$ cat src/rtl/wbsdram_arbiter.sv
// Two-master pipelined Wishbone arbiter in front of the SDRAM controller slave port.
// Round-robin grant per bus cycle, outstanding-request tracking so responses
// reach only the owner, and preemption of an owner idling on the bus.
module wbsdram_arbiter #(
  parameter int AW           = 26,
  parameter int DW           = 32,
  parameter int LGOUT        = 5,
  parameter int IDLE_TIMEOUT = 16
) (
  input  logic            i_clk,
  input  logic            i_reset,
  input  logic            i_a_cyc,
  input  logic            i_a_stb,
  input  logic            i_a_we,
  input  logic [AW-1:0]   i_a_addr,
  input  logic [DW-1:0]   i_a_data,
  input  logic [DW/8-1:0] i_a_sel,
  output logic            o_a_stall,
  output logic            o_a_ack,
  output logic            o_a_err,
  input  logic            i_b_cyc,
  input  logic            i_b_stb,
  input  logic            i_b_we,
  input  logic [AW-1:0]   i_b_addr,
  input  logic [DW-1:0]   i_b_data,
  input  logic [DW/8-1:0] i_b_sel,
  output logic            o_b_stall,
  output logic            o_b_ack,
  output logic            o_b_err,
  output logic [DW-1:0]   o_rd_data,
  output logic            o_wb_cyc,
  output logic            o_wb_stb,
  output logic            o_wb_we,
  output logic [AW-1:0]   o_wb_addr,
  output logic [DW-1:0]   o_wb_data,
  output logic [DW/8-1:0] o_wb_sel,
  input  logic            i_wb_stall,
  input  logic            i_wb_ack,
  input  logic            i_wb_err,
  input  logic [DW-1:0]   i_wb_data
);

  localparam int IW = $clog2(IDLE_TIMEOUT + 1);
  localparam logic [LGOUT-1:0] CNT_MAX  = '1;
  localparam logic [IW-1:0]    IDLE_END = IW'(IDLE_TIMEOUT - 1);

  typedef enum logic [1:0] {IDLE, OWN_A, OWN_B} state_t;

  state_t           state, state_nxt;
  logic             last_b, last_b_nxt;
  logic [LGOUT-1:0] count, count_nxt;
  logic [IW-1:0]    idle_cnt, idle_nxt;

  logic own_cyc, own_stb, other_cyc;
  logic sat, resp_ok, accept, respond;

  // Read data is a plain passthrough, held at zero while in reset.
  assign o_rd_data = i_reset ? '0 : i_wb_data;

  // Owner mux: route the granted master to the slave and the slave's responses back.
  always_comb begin
    own_cyc   = 1'b0;
    own_stb   = 1'b0;
    other_cyc = 1'b0;
    o_wb_we   = 1'b0;
    o_wb_addr = '0;
    o_wb_data = '0;
    o_wb_sel  = '0;
    o_a_stall = 1'b1;
    o_b_stall = 1'b1;
    o_a_ack   = 1'b0;
    o_a_err   = 1'b0;
    o_b_ack   = 1'b0;
    o_b_err   = 1'b0;
    sat       = (count == CNT_MAX);
    resp_ok   = (count != '0);
    case (state)
      OWN_A: begin
        own_cyc   = i_a_cyc;
        own_stb   = i_a_stb;
        other_cyc = i_b_cyc;
        o_wb_we   = i_a_we;
        o_wb_addr = i_a_addr;
        o_wb_data = i_a_data;
        o_wb_sel  = i_a_sel;
        o_a_stall = i_wb_stall || sat;
        o_a_ack   = i_wb_ack && i_a_cyc && resp_ok;
        o_a_err   = i_wb_err && i_a_cyc && resp_ok;
      end
      OWN_B: begin
        own_cyc   = i_b_cyc;
        own_stb   = i_b_stb;
        other_cyc = i_a_cyc;
        o_wb_we   = i_b_we;
        o_wb_addr = i_b_addr;
        o_wb_data = i_b_data;
        o_wb_sel  = i_b_sel;
        o_b_stall = i_wb_stall || sat;
        o_b_ack   = i_wb_ack && i_b_cyc && resp_ok;
        o_b_err   = i_wb_err && i_b_cyc && resp_ok;
      end
      default: ;
    endcase
    o_wb_cyc = own_cyc;
    o_wb_stb = own_cyc && own_stb && !sat;
    accept   = o_wb_stb && !i_wb_stall;
    respond  = (i_wb_ack || i_wb_err) && resp_ok;
  end

  // Next-state: round-robin grant, outstanding count, release and idle preemption.
  always_comb begin
    state_nxt  = state;
    last_b_nxt = last_b;
    count_nxt  = count;
    idle_nxt   = '0;
    case (state)
      IDLE: begin
        count_nxt = '0;
        if (i_a_cyc && (!i_b_cyc || last_b)) begin
          state_nxt  = OWN_A;
          last_b_nxt = 1'b0;
        end else if (i_b_cyc) begin
          state_nxt  = OWN_B;
          last_b_nxt = 1'b1;
        end
      end
      default: begin
        // Release wins over preemption; both paths clear count and idle counter.
        if (!own_cyc) begin
          state_nxt = IDLE;
          count_nxt = '0;
        end else begin
          case ({accept, respond})
            2'b10:   count_nxt = count + LGOUT'(1);
            2'b01:   count_nxt = count - LGOUT'(1);
            default: count_nxt = count;
          endcase
          if (!own_stb && !resp_ok && other_cyc) begin
            if (idle_cnt == IDLE_END) state_nxt = IDLE;
            else                      idle_nxt  = idle_cnt + IW'(1);
          end
        end
      end
    endcase
  end

  // State registers with asynchronous reset; last_owner resets to B so A wins the first tie.
  always_ff @(posedge i_clk or posedge i_reset) begin
    if (i_reset) begin
      state    <= IDLE;
      last_b   <= 1'b1;
      count    <= '0;
      idle_cnt <= '0;
    end else begin
      state    <= state_nxt;
      last_b   <= last_b_nxt;
      count    <= count_nxt;
      idle_cnt <= idle_nxt;
    end
  end

endmodule

$ cat config.mk
export PLATFORM = sky130hd
export DESIGN_NAME = wbsdram_arbiter
export DESIGN_NICKNAME = d
export VERILOG_FILES = /design/src/rtl/wbsdram_arbiter.sv
export SDC_FILE = /design/constraint.sdc
export NUM_CORES = 1
export LEC_CHECK = 0
export BUFFER_PORTS_ARGS = -buffer_cell sky130_fd_sc_hd__clkbuf_2
export CORE_AREA = 5 5 103 105
export DETAILED_ROUTE_END_ITERATION = 10
export DIE_AREA = 0 0 108 110
export SYNTH_ARGS = -nofsm -noshare
export SYNTH_HDL_FRONTEND = slang
export SYNTH_SLANG_ARGS = --single-unit
$ cat constraint.sdc
create_clock -name i_clk -period 5.9 [get_ports i_clk]
set_input_delay 1.18 -clock i_clk [delete_from_list [all_inputs] [get_ports i_clk]]
set_output_delay 1.18 -clock i_clk [all_outputs]
set_load 0.02 [all_outputs]
Word level (Yosys, flattened, before mapping)
Index checks and enable logic that the tools add are counted.
Word-level totals
  output and inout port bits: 103
  bits of input ports: 167
  flip-flop bits (word level): 13
  word-level logic and storage cells: 74
Cells by class
  mux-type cells: 29
  add/sub/neg operators: 3
  eq/ne operators: 10
  reductions and logical operators: 28
Operators with widths (number)
  32-bit one-hot mux with 2 select lines: 1
  26-bit one-hot mux with 2 select lines: 1
  32-bit 2-to-1 mux: 1
  5-bit 2-to-1 mux: 6
  1-bit logical AND: 15
  2-bit 2-to-1 mux: 6
  5-bit by 1-bit adder with 5-bit output (second input constant): 2
  5-bit one-hot mux with 2 select lines: 1
  1-bit 2-to-1 mux: 8
  1-bit one-hot mux with 2 select lines: 4
  4-bit one-hot mux with 2 select lines: 1
  3-bit by 1-bit inequality test with 1-bit output (second input constant): 2
  5-bit by 4-bit equality test with 1-bit output (second input constant): 1
  5-bit equality test (second input constant): 1
  1-bit zero test: 5
  5-bit nonzero test: 1
  5-bit by 1-bit subtractor with 5-bit output (second input constant): 1
  2-bit by 1-bit equality test with 1-bit output (second input constant): 2
  2-bit equality test (second input constant): 2
  4-bit by 1-bit inequality test with 1-bit output (second input constant): 1
  1-bit logical OR: 3
  3-bit inequality test (second input constant): 1
  3-bit AND reduction: 1
  2-bit zero test: 1
  2 further kinds: 2

Longest topological paths before layout
Gate-level depths: netlist (run 1).
  depth after elaboration: 9
  depth in mapped cells: 12
  depth with buffers taken out: 12

Worst setup path before layout (run 1)
No wires, ideal clock.
  path kind: input -> output
  from: input port i_a_cyc
  to: output port o_wb_stb
  path buffers: 0
  required time: 4.720 ns
  slack: 2.445 ns
  arrival: 2.275 ns
  stages on the path: 3
  path through: nand2_1 > a21oi_1 > nor3b_1
Between the ends
  longest elaborated chain between the ends: 3
Ends and longest elaborated chain
  from (decl): RTL line 12  | input logic i_a_cyc,
  1-bit one-hot mux with 2 select lines: RTL line 77  | case (state)
  net o_wb_cyc: RTL line 31  | output logic o_wb_cyc,
  1-bit logical AND (2 in series): RTL line 105  | o_wb_stb = own_cyc && own_stb && !sat;
  to (decl): RTL line 32  | output logic o_wb_stb,
The timed path passes the listed nets, and every way through them passes these cells.

Final worst setup path (run 1)
  from: register state[0]
  to: output port o_wb_stb
Between the ends
  longest elaborated chain between the ends: 4
  elaborated cells on any way between the ends: 6
  classes of those cells: eq/ne: 2; mux: 2; reduce/logical: 2
Ends and longest elaborated chain
  from (decl): RTL line 49  | state_t state, state_nxt;
  from (signal assigned): RTL line 155  | state <= state_nxt;
  2-bit equality test or 2-bit by 1-bit equality test with 1-bit output (tied branches): RTL line 77
  1-bit one-hot mux with 2 select lines: RTL line 77
  1-bit logical AND (*) (2 in series): RTL line 105
Mark *: on every way between the ends. The rest lies on a longest branch, timed or not.

==> metrics.txt, run 1 <==
Slew Viols, Final=0; Comb power frac=0.845; Total Routing Usage GR=0.1354; Psw=0.7468 mW; synth-to-layout area growth=77.59%; relative slew slack=0.2944; final setup fails=0; largest net degree at the start of global routing=67; highest cell delay on the worst timing path=0.58 ns; Sw Share=0.6122; Internal Power=0.4730 mW; Clock Skew=0.008468 ns; via density per instance=4.594; reg2reg start=state[0]$_DFFE_PP0P_; crit path DAT=between 2 and 3 ns; Gate Count Post-Synth=290; CP max stage cell=ha_2; setup bufs post-CTS=0; number of flops mapped to enable cells by yosys=0; Crit path max-delay family=buffers and inverters; min Tclk post-route=about 3.9 ns; Synth top area share=0.2556; Crit path required time=~4.7 ns; pin slew with the least headroom to its limit=1.058 ns; DRT Pass-1 Iters=5; Max Used Layer=met4; GRT overflow=0; Post-Route WL=9.602 mm; synthesized area per cell=6.584 um2; clock-pin slew on the worst setup and hold paths=~0.05 ns; first-pass GRT wire length=around 13 mm; min-delay src=idle_cnt[0]$_DFF_PP0_; Sinks on Clock Net=13; Final Hold Vio Count=0; Critical Path Start=state[0]$_DFFE_PP0P_; maxcap violations=0; routed length per instance=between 10 and 15 um; Initial Util=0.1999; syn_nets=466; Setup crit start kind=register; antenna violation net count after detailed routing=0; layout cells sized above 1=0.5259; Layout Utilization=0.3551; CP bufs+invs=3; Worst Hold Class=reg2reg; fin crit share=0.6570; Post-synth ARST share=1.000; status=finished, final reports clean; DIE WIDTH=108 um; hold_buf cts=0; Leakage=1.848 nW; vias in the first global route=roughly 2,800; gpl congestion=roughly 0.8; initial antenna violation count=0; top-count cell post-synth=nor2_1; RSZ-0062 raised after global routing=false; synth unique cells=34; most area-consuming cells after synthesis=a22oi_1 26%, nor2_1 17%, dfrtp_1 16%; sequential-to-total area share from yosys stat=0.1710; Vias=3,092; Setup Slack @ Placement=2.309 ns; CTS tree=done; # diodes=0; post-cts sizing count=0; deepest clock path buffer count=2; Clk pwr share=0.065; Seq cells post-synth=13; H-Tree Depth=1; metal2 WL=4.918 mm; Pwr Density=~360 nW/um2; HPWL after DPL=a little under 8 mm; Final Net Count=717; # rows=36; Sequential Power Share=0.091; initial DRC count=around 390; Setup WS post-layout=just over 2 ns; Synth area leader=a22oi_1; DR WL met3=758 um; clk_lat worst skew=0.24 ns; Post-synth top cells=85 x nor2_1, 65 x a22oi_1, 32 x nor2b_1, 12 x clkbuf_1, 12 x dfrtp_1; Fmax achieved=258.0 MHz; Setup crit end kind=output port; CP Max Fanout=37; Yosys warning total=0; DRC=0; total CTS buffers=3; io pins=270; critical path cell sequence=inv_1, ha_2, buf_4, nand2_1, a21oi_1, nor3b_1, clkbuf_2; Cell Area, Synth=1909 um2; ys flop type=dfrtp_1; root buffer cell=clkbuf_8; die area=approximately 12,000 um2; Core ar.=9549 um2; wl on met1=3.883 mm; Die H=110 um; Final TNS setup=0 ns; critical path type=reg2out; Peak VDD IR=0.2157 mV; Buffers on Ports=approximately 270
==> area by class of cell <==
type                            count  area [um2]
Sequential cell                    13       326.6
Inverter                           11       41.29
Clock buffer                        4       45.04
Timing Repair Buffer              271        1361
Fill cell                        1045        6158
Tap cell                          133       166.4
Multi-Input combinational cell    241        1450
==> per-stage QoR <==
step / cell area (um2) / hold slack (ns) / cells / total power, mW
5_1_grt: 3391 / 0.4784 / 673 / 1.322
4_1_cts: 3391 / 0.4697 / 673 / 1.230
3_5_place_dp: 3346 / 0.4625 / 669 / 1.147
3_3_place_gp: 3346 / 0.4512 / 669 / 1.128
2_1_floorplan: 1909 / 0.4380 / 290 / 0.8301
6_report: 3391 / 0.4670 / 673 / 1.220
==> flip-flops by register name, summed over array words and instances (netlist names) <==
name      cells
last_b        1
count         5
state         2
idle_cnt      5
==> power by group through the flow <==
stage               combinational, mW  sequential [mW]  clock, mW
finish                           1.03            0.111     0.0787
global route                     1.12            0.112     0.0860
CTS                              1.04            0.110     0.0818
detailed placement               1.03            0.112          0
global placement                 1.02            0.111          0
floorplan                       0.720            0.110          0
==> cells in the final DEF, fill, tap and decap left out, drive strengths merged <==
cell	count
a2111oi	1
a21o	1
a21oi	7
a22o	2
a22oi	65
a31oi	2
and3	1
buf	2
clkbuf	273
dfrtp	12
dfstp	1
fa	1
ha	8
inv	11
mux2i	2
nand2	9
nand2b	2
nand3	4
nand3b	1
nand4	2
nor2	85
nor2b	32
nor3	3
nor3b	1
o211ai	2
o21a	1
o21ai	2
o31ai	1
or2	1
or3	1
xnor2	1
xor2	3
==> worst reg2reg max path, stage by stage, from the launching register on <==
cell,delay (ns)
dfrtp_1,0.39
inv_1,0.12
ha_2,0.58
buf_4,0.47
nand2_1,0.19
a21oi_1,0.25
nand3b_1,0.12
ha_1,0.26
ha_1,0.29
a21o_1,0.19
a2111oi_0,0.40
a31oi_1,0.07
a21oi_1,0.13
==> layer usage <==
layer,track usage,vias up
met2,0.2349,123
met1,0.1754,1450
met5,0,-
met3,0.02970,2
li1,-,1517
met4,0.02254,0
==> path summary, 6_finish.rpt <==
check                                             end  slack [ns]  cells past startpoint
worst min register to register  idle_cnt[0]$_DFF_PP0_        0.47                      1
worst min-delay path            idle_cnt[0]$_DFF_PP0_        0.47                      1
worst max-delay path                         o_wb_stb        2.02                      7
max in group asynchronous          last_b$_DFFE_PP1P_        4.17                      2
worst max register to register   count[3]$_DFFE_PP0P_        2.36                     12
min in group asynchronous       idle_cnt[2]$_DFF_PP0_        1.36                      2
==> kinds of logic (layout without fill, tap and decap cells) <==
logic type	after synthesis	count (layout)	synth area share
buf+inv	36	286	0.07208
fa+ha+maj	9	9	0.06291
simple gates	142	142	0.3447
compound gates	84	84	0.3204
xor+xnor	4	4	0.01835
mux	2	2	0.01049
flops	13	13	0.1710
(Power assumes the default switching activity.)
==> run 2: changes to the inputs <==
ABC_AREA = 1   (was not set)
CORE_AREA = 5 5 102 104   (was 5 5 103 105)
DIE_AREA = 0 0 107 109   (was 0 0 108 110)
clock period = 3.32 ns   (was 5.9 ns; I/O delays follow)
==> metrics.txt, run 2 <==
CP max stage cell=buf_4 (was ha_2); total CTS buffers=3 (unchanged); maxcap violations=0 (unchanged); post-cts sizing count=0 (unchanged); post-synthesis mux area share=0 (was 0.01048); min Tclk post-route=2.695 ns; Initial Util=0.2185 (was 0.1999); Setup WS post-layout=0.6254 ns (was 2.024 ns); Final Non-Filler Cells=768 (was 673); setup bufs post-CTS=0 (unchanged); critical path type=reg2out (unchanged); biggest regs=count x5, idle_cnt x5, state x2 (unchanged); R2R cell count=11 (was 12); synth unique cells=25 (was 34); number of flops mapped to enable cells by yosys=0 (unchanged); deepest clock path buffer count=2 (unchanged); Total Routing Usage GR=0.1614 (was 0.1354); DIE WIDTH=107 um (was 108 um); Synth area leader=nand2_1 (was a22oi_1); Clk pwr share=0.067 (was 0.065); Sinks on Clock Net=13 (unchanged); Crit path max-delay family=buffers and inverters (unchanged); worst hold stages=1 (unchanged); clk_lat worst skew=0.24 ns (about the same); largest family of logic cells by synthesized area=simple AND/OR/NAND/NOR gates (unchanged); post-synthesis xor/xnor area fraction=0.02119 (was 0.01835); initial DRC count=307 (was 385); Worst Hold Class=reg2reg (unchanged); Vias=3,320 (was 3,092); Pwr Density=610.5 nW/um2 (was 359.7 nW/um2); DRC=0 (unchanged); Crit path required time=2.66 ns (was 4.72 ns); pin slew with the least headroom to its limit=0.6263 ns (was 1.058 ns); adder-cell area share of the yosys netlist=0.05811 (was 0.06291); total power=2.149 mW (was 1.220 mW); commonest non-fill, non-tap cell in the layout=clkbuf_2 (unchanged); synth-to-layout area growth=70.34% (was 77.59%); Setup crit end kind=output port (unchanged); fin crit share=0.8116; HPWL after DPL=8.923 mm (was 7.950 mm); # rows=36 (unchanged); CP bufs+invs=3 (unchanged); RSZ-0062 raised after global routing=false (unchanged); cell count after placement=764 (was 669); Psw=1.367 mW (was 0.7468 mW); Final Hold Vio Count=0 (unchanged); CP Max Fanout=64 (was 37); CTS tree=done (unchanged); Layout Utilization=0.3722 (was 0.3551); Leakage=2.128 nW (was 1.848 nW); clock-pin slew on the worst setup and hold paths=0.06 ns (was 0.05 ns); Gate Count Post-Synth=402 (was 290); DRT Pass-1 Iters=4 (was 5); first-pass GRT wire length=15.30 mm (was 13.36 mm); Cell Area, Synth=2067 um2 (was 1909 um2); Final Net Count=831 (was 717); sequential-to-total area share from yosys stat=0.1580 (was 0.1710); synthesized area per cell=5.142 um2 (was 6.584 um2); Sequential Power Share=0.090 (was 0.091); crit path DAT=2.03 ns (was 2.70 ns); reg2reg start=state[0]$_DFFE_PP0P_ (unchanged); Peak VDD IR=0.2172 mV (was 0.2157 mV); Final TNS setup=0 ns (unchanged); Post-DP Area=3476 um2 (was 3346 um2); Fin Hold WS=0.4579 ns (was 0.4670 ns); vias in the first global route=3,092 (was 2,816); # diodes=0 (unchanged); root buffer cell=clkbuf_8 (unchanged); final setup fails=0 (unchanged); r2r setup slk=0.85 ns (was 2.36 ns); initial antenna violation count=0 (unchanged); relative slew slack=0.5824 (was 0.2944); largest net degree at the start of global routing=66 (was 67); Compound-Gate Fraction of Synth Area=0.1858 (was 0.3204); syn_nets=578 (was 466); Post-synth ARST share=1.000 (unchanged); Seq cells post-synth=13 (unchanged); io pins=270 (unchanged); Slew Viols, Final=0 (unchanged); GRT overflow=0 (unchanged); Setup Slack @ Placement=0.7452 ns (was 2.309 ns); Clock Skew=0.0007986 ns (was 0.008468 ns); Internal Power=0.7824 mW (was 0.4730 mW); Post-synth top cells=157 x nand2_1, 68 x a21oi_1, 53 x inv_1, 45 x nor2_1, 14 x buf_2 (was 85 x nor2_1, 65 x a22oi_1, 32 x nor2b_1, 12 x clkbuf_1, 12 x dfrtp_1); Sw Share=0.6360 (was 0.6122); antenna violation net count after detailed routing=0 (unchanged); die area=11,660 um2 (was 11,880 um2); final instance area=3521 um2 (was 3391 um2); Comb power frac=0.843 (was 0.845); most frequent cells in the layout=269 x clkbuf_2, 157 x nand2_1, 68 x a21oi_1 (was 269 x clkbuf_2, 85 x nor2_1, 65 x a22oi_1); hold endpoint=idle_cnt[0]$_DFF_PP0_ (unchanged); via density per instance=4.323 (was 4.594); Die H=109 um (was 110 um); Synth top area share=0.2851 (was 0.2556); most area-consuming cells after synthesis=nand2_1 29%, a21oi_1 16%, dfrtp_1 15% (was a22oi_1 26%, nor2_1 17%, dfrtp_1 16%); hold_buf cts=0 (unchanged); status=finished, final reports clean (unchanged); min-delay src=idle_cnt[0]$_DFF_PP0_ (unchanged); critical path cell sequence=inv_1, ha_2, buf_4, nand2_1, a21oi_1, clkbuf_2 (was inv_1, ha_2, buf_4, nand2_1, a21oi_1, nor3b_1, clkbuf_2); ys flop type=dfrtp_1 (unchanged); Fmax achieved=~370 MHz; top-count cell post-synth=nand2_1 (was nor2_1); Buffers on Ports=269 (unchanged); H-Tree Depth=1 (unchanged); highest cell delay on the worst timing path=0.51 ns (was 0.58 ns); Core ar.=9459 um2 (was 9549 um2); layout cells sized above 1=0.4388 (was 0.5259); gpl congestion=0.8941 (was 0.7983); post-synthesis simple-gate area fraction=0.4225 (was 0.3447); Setup crit start kind=register (unchanged); reg2reg end=count[4]$_DFFE_PP0P_ (was count[3]$_DFFE_PP0P_); fillers=1,076 (was 1,045); Yosys warning total=0 (unchanged); Post-Route WL=10.44 mm (was 9.602 mm); routed length per instance=13.60 um (was 14.27 um)
==> run 2: changes by cell type after synthesis, moves of 4 or more <==
cell	before	now
nand2_1	9	157
buf_2	2	14
inv_1	11	53
clkbuf_1	12	6
nand3_1	3	7
a21oi_1	7	68
nor2_1	85	45
nand2_2	0	4
nor2b_1	32	0
a22oi_1	65	0
buf_1	11	4
==> run 2: area by class of cell <==
class	instances	area, um2	area share
clock buffer	4	45.04	0.01279
inverter	56	211.5	0.06006
multi-input combinational	309	1426	0.4051
sequential	13	326.6	0.09275
tap	114	142.6	0.04051
timing repair buffer	272	1369	0.3888
==> run 2: routing by layer <==
metal,global-route usage,routed length [um],share of wire
met5,0,0,0
met4,0.03379,169,0.016
met3,0.03020,712,0.068
met2,0.2968,5391,0.52
met1,0.1962,4167,0.40
==> run 2: worst max path at each step <==
stage                               from                   end  cells after the start
floorplan                        i_a_cyc  count[4]$_DFFE_PP0P_                     11
global placement                 i_a_cyc  count[4]$_DFFE_PP0P_                     12
detailed placement               i_b_cyc  count[4]$_DFFE_PP0P_                     12
CTS                 state[1]$_DFFE_PP0P_         o_wb_data[23]                      6
global route        state[1]$_DFFE_PP0P_         o_wb_data[23]                      6
finish              state[1]$_DFFE_PP0P_               o_wb_we                      6
==> run 2: logic make-up after synthesis <==
logic type	after synthesis
compound gates	76
xor+xnor	5
fa+ha+maj	9
buf+inv	80
flops	13
simple gates	219
==> run 2: power groups by stage <==
stage / Sequential [mW] / Clock, mW / Combinational, mW
2_1_floorplan: 0.192 / 0 / 1.26
5_1_grt: 0.196 / 0.156 / 2.00
3_3_place_gp: 0.194 / 0 / 1.80
4_1_cts: 0.193 / 0.147 / 1.83
6_report: 0.193 / 0.143 / 1.81
3_5_place_dp: 0.196 / 0 / 1.83
==> run 3: changes to the inputs <==
ABC_AREA = 0   (was 1)
CORE_AREA = 5 5 103 105   (was 5 5 102 104)
DIE_AREA = 0 0 108 110   (was 0 0 107 109)
clock period = 2.81 ns   (was 3.32 ns; I/O delays follow)
==> metrics.txt, run 3 (synthesis gave the netlist of run 1 again) <==
vias in the first global route=2,827 (was 3,092); maxcap violations=0 (unchanged); biggest regs=count x5, idle_cnt x5, state x2 (unchanged); Sinks on Clock Net=13 (unchanged); reg2reg start=state[1]$_DFFE_PP0P_ (was state[0]$_DFFE_PP0P_); Final Non-Filler Cells=677 (was 768); stages on the worst setup path=11 (was 6); highest cell delay on the worst timing path=0.46 ns (was 0.51 ns); CP max stage cell=a2111oi_1 (was buf_4); deepest clock path buffer count=2 (unchanged); total CTS buffers=3 (unchanged); Slew Viols, Final=0 (unchanged); Pwr Density=758.2 nW/um2 (was 610.5 nW/um2); DRT Pass-1 Iters=5 (was 4); gpl congestion=0.9315 (was 0.8941); min Tclk post-route=around 2.7 ns; Clock Skew=0.005853 ns (was 0.0007986 ns); RSZ-0062 raised after global routing=false (unchanged); largest net degree at the start of global routing=66 (unchanged); HPWL after DPL=8.097 mm (was 8.923 mm); via density per instance=4.482 (was 4.323); routed length per instance=14.24 um (was 13.60 um); # diodes=0 (unchanged); Fmax achieved=approximately 370 MHz; Crit path max-delay family=compound AO/OA/AOI/OAI gates (was buffers and inverters); cell count after placement=672 (was 764); Vias=3,034 (was 3,320); Setup crit start kind=register (unchanged); final setup fails=0 (unchanged); CP bufs+invs=1 (was 3); io pins=270 (unchanged); R2R cell count=11 (unchanged); Final Net Count=721 (was 831); Leakage=1.869 nW (was 2.128 nW); status=finished, final reports clean (unchanged); critical path type=reg2reg (was reg2out); Final TNS setup=0 ns (unchanged); Final Hold Vio Count=0 (unchanged); Post-Route WL=9.641 mm (was 10.44 mm); clk_lat worst skew=0.24 ns (about the same); fillers=1,051 (was 1,076); min-delay src=idle_cnt[0]$_DFF_PP0_ (unchanged); antenna violation net count after detailed routing=0 (unchanged); Setup crit end kind=register (was output port); worst hold stages=1 (unchanged); DIE WIDTH=108 um (was 107 um); Die H=110 um (was 109 um); critical path cell sequence=inv_1, ha_2, nand2_1, a21oi_2, nand3b_1, ha_4, ha_1, a21o_1, a2111oi_1, a31oi_1, a21oi_1 (was inv_1, ha_2, buf_4, nand2_1, a21oi_1, clkbuf_2); area of the multi-input gates=1473 um2 (was 1426 um2); clock-pin slew on the worst setup and hold paths=0.06 ns (about the same); pin slew with the least headroom to its limit=0.6478 ns (was 0.6263 ns); Core ar.=9549 um2 (was 9459 um2); Initial Util=0.1999 (was 0.2185); hold_buf cts=0 (unchanged); Crit path required time=2.98 ns (was 2.66 ns); Seq. cell area=326.6 um2 (unchanged); die area=11,880 um2 (was 11,660 um2); initial DRC count=338 (was 307); layout cells sized above 1=0.5349 (was 0.4388); first-pass GRT wire length=13.62 mm (was 15.30 mm); Fin Hold WS=0.4719 ns (was 0.4579 ns); root buffer cell=clkbuf_8 (unchanged); crit path DAT=2.85 ns (was 2.03 ns); initial antenna violation count=0 (unchanged); relative slew slack=0.5681 (was 0.5824); Total Routing Usage GR=0.1384 (was 0.1614); Peak VDD IR=0.4601 mV (was 0.2172 mV); GRT overflow=0 (unchanged); synth-to-layout area growth=80.34% (was 70.34%); CTS tree=done (unchanged); fin crit share=0.9558; commonest non-fill, non-tap cell in the layout=clkbuf_2 (unchanged); # rows=36 (unchanged); Worst Hold Class=reg2reg (unchanged); Critical Path Start=state[1]$_DFFE_PP0P_ (unchanged); CP Max Fanout=5 (was 64); H-Tree Depth=1 (unchanged); DRC=0 (unchanged); Buffers on Ports=269 (unchanged); most frequent cells in the layout=269 x clkbuf_2, 85 x nor2_1, 64 x a22oi_1 (was 269 x clkbuf_2, 157 x nand2_1, 68 x a21oi_1)
[run 3: power breakdown]
part	total [mW]	switching, mW	internal, mW
logic	2.22	1.50	0.716
registers	0.232	0.0170	0.215
clock network	0.163	0.0636	0.0999
total	2.61	1.58	1.03
[run 3: timing repair]
action | CTS | global route
endpoints found under the setup margin | 0 | 2
gates resized for setup | 0 | 5
setup buffers | 0 | 1
[run 3: layer usage]
layer,up-vias,global-route usage,share of wire
met5,-,0,0
met2,140,0.2371,0.50
met3,6,0.02679,0.080
met1,1360,0.1853,0.41
li1,1528,-,-
met4,0,0.01894,0.0071
[run 3: final timing paths]
path	to	slack, ns
hold reg to reg	idle_cnt[0]$_DFF_PP0_	0.47
min in group asynchronous	count[1]$_DFFE_PP0P_	0.73
setup / recovery	count[3]$_DFFE_PP0P_	0.12
hold / removal	idle_cnt[0]$_DFF_PP0_	0.47
max in group asynchronous	last_b$_DFFE_PP1P_	1.71
setup reg to reg	count[3]$_DFFE_PP0P_	0.12
[run 3: area by class of cell]
type	instances	share of cell area
Timing Repair Buffer	275	0.4041
Tap cell	133	0.04833
Sequential cell	13	0.09484
Clock buffer	4	0.01308
Inverter	11	0.01199
Multi-Input combinational cell	241	0.4277
[run 3: stage by stage]
stage	worst slack (ns)	cell area [um2]	util	power [mW]
after CTS	0.04705	3413	0.3574	2.617
final	0.1241	3443	0.3606	2.611
after detailed placement	0.04461	3368	0.3527	2.442
after floorplan	0.1625	1909	-	1.743
after global routing	0.02508	3443	0.3606	2.836
after global placement	0.1692	3368	0.3527	2.410
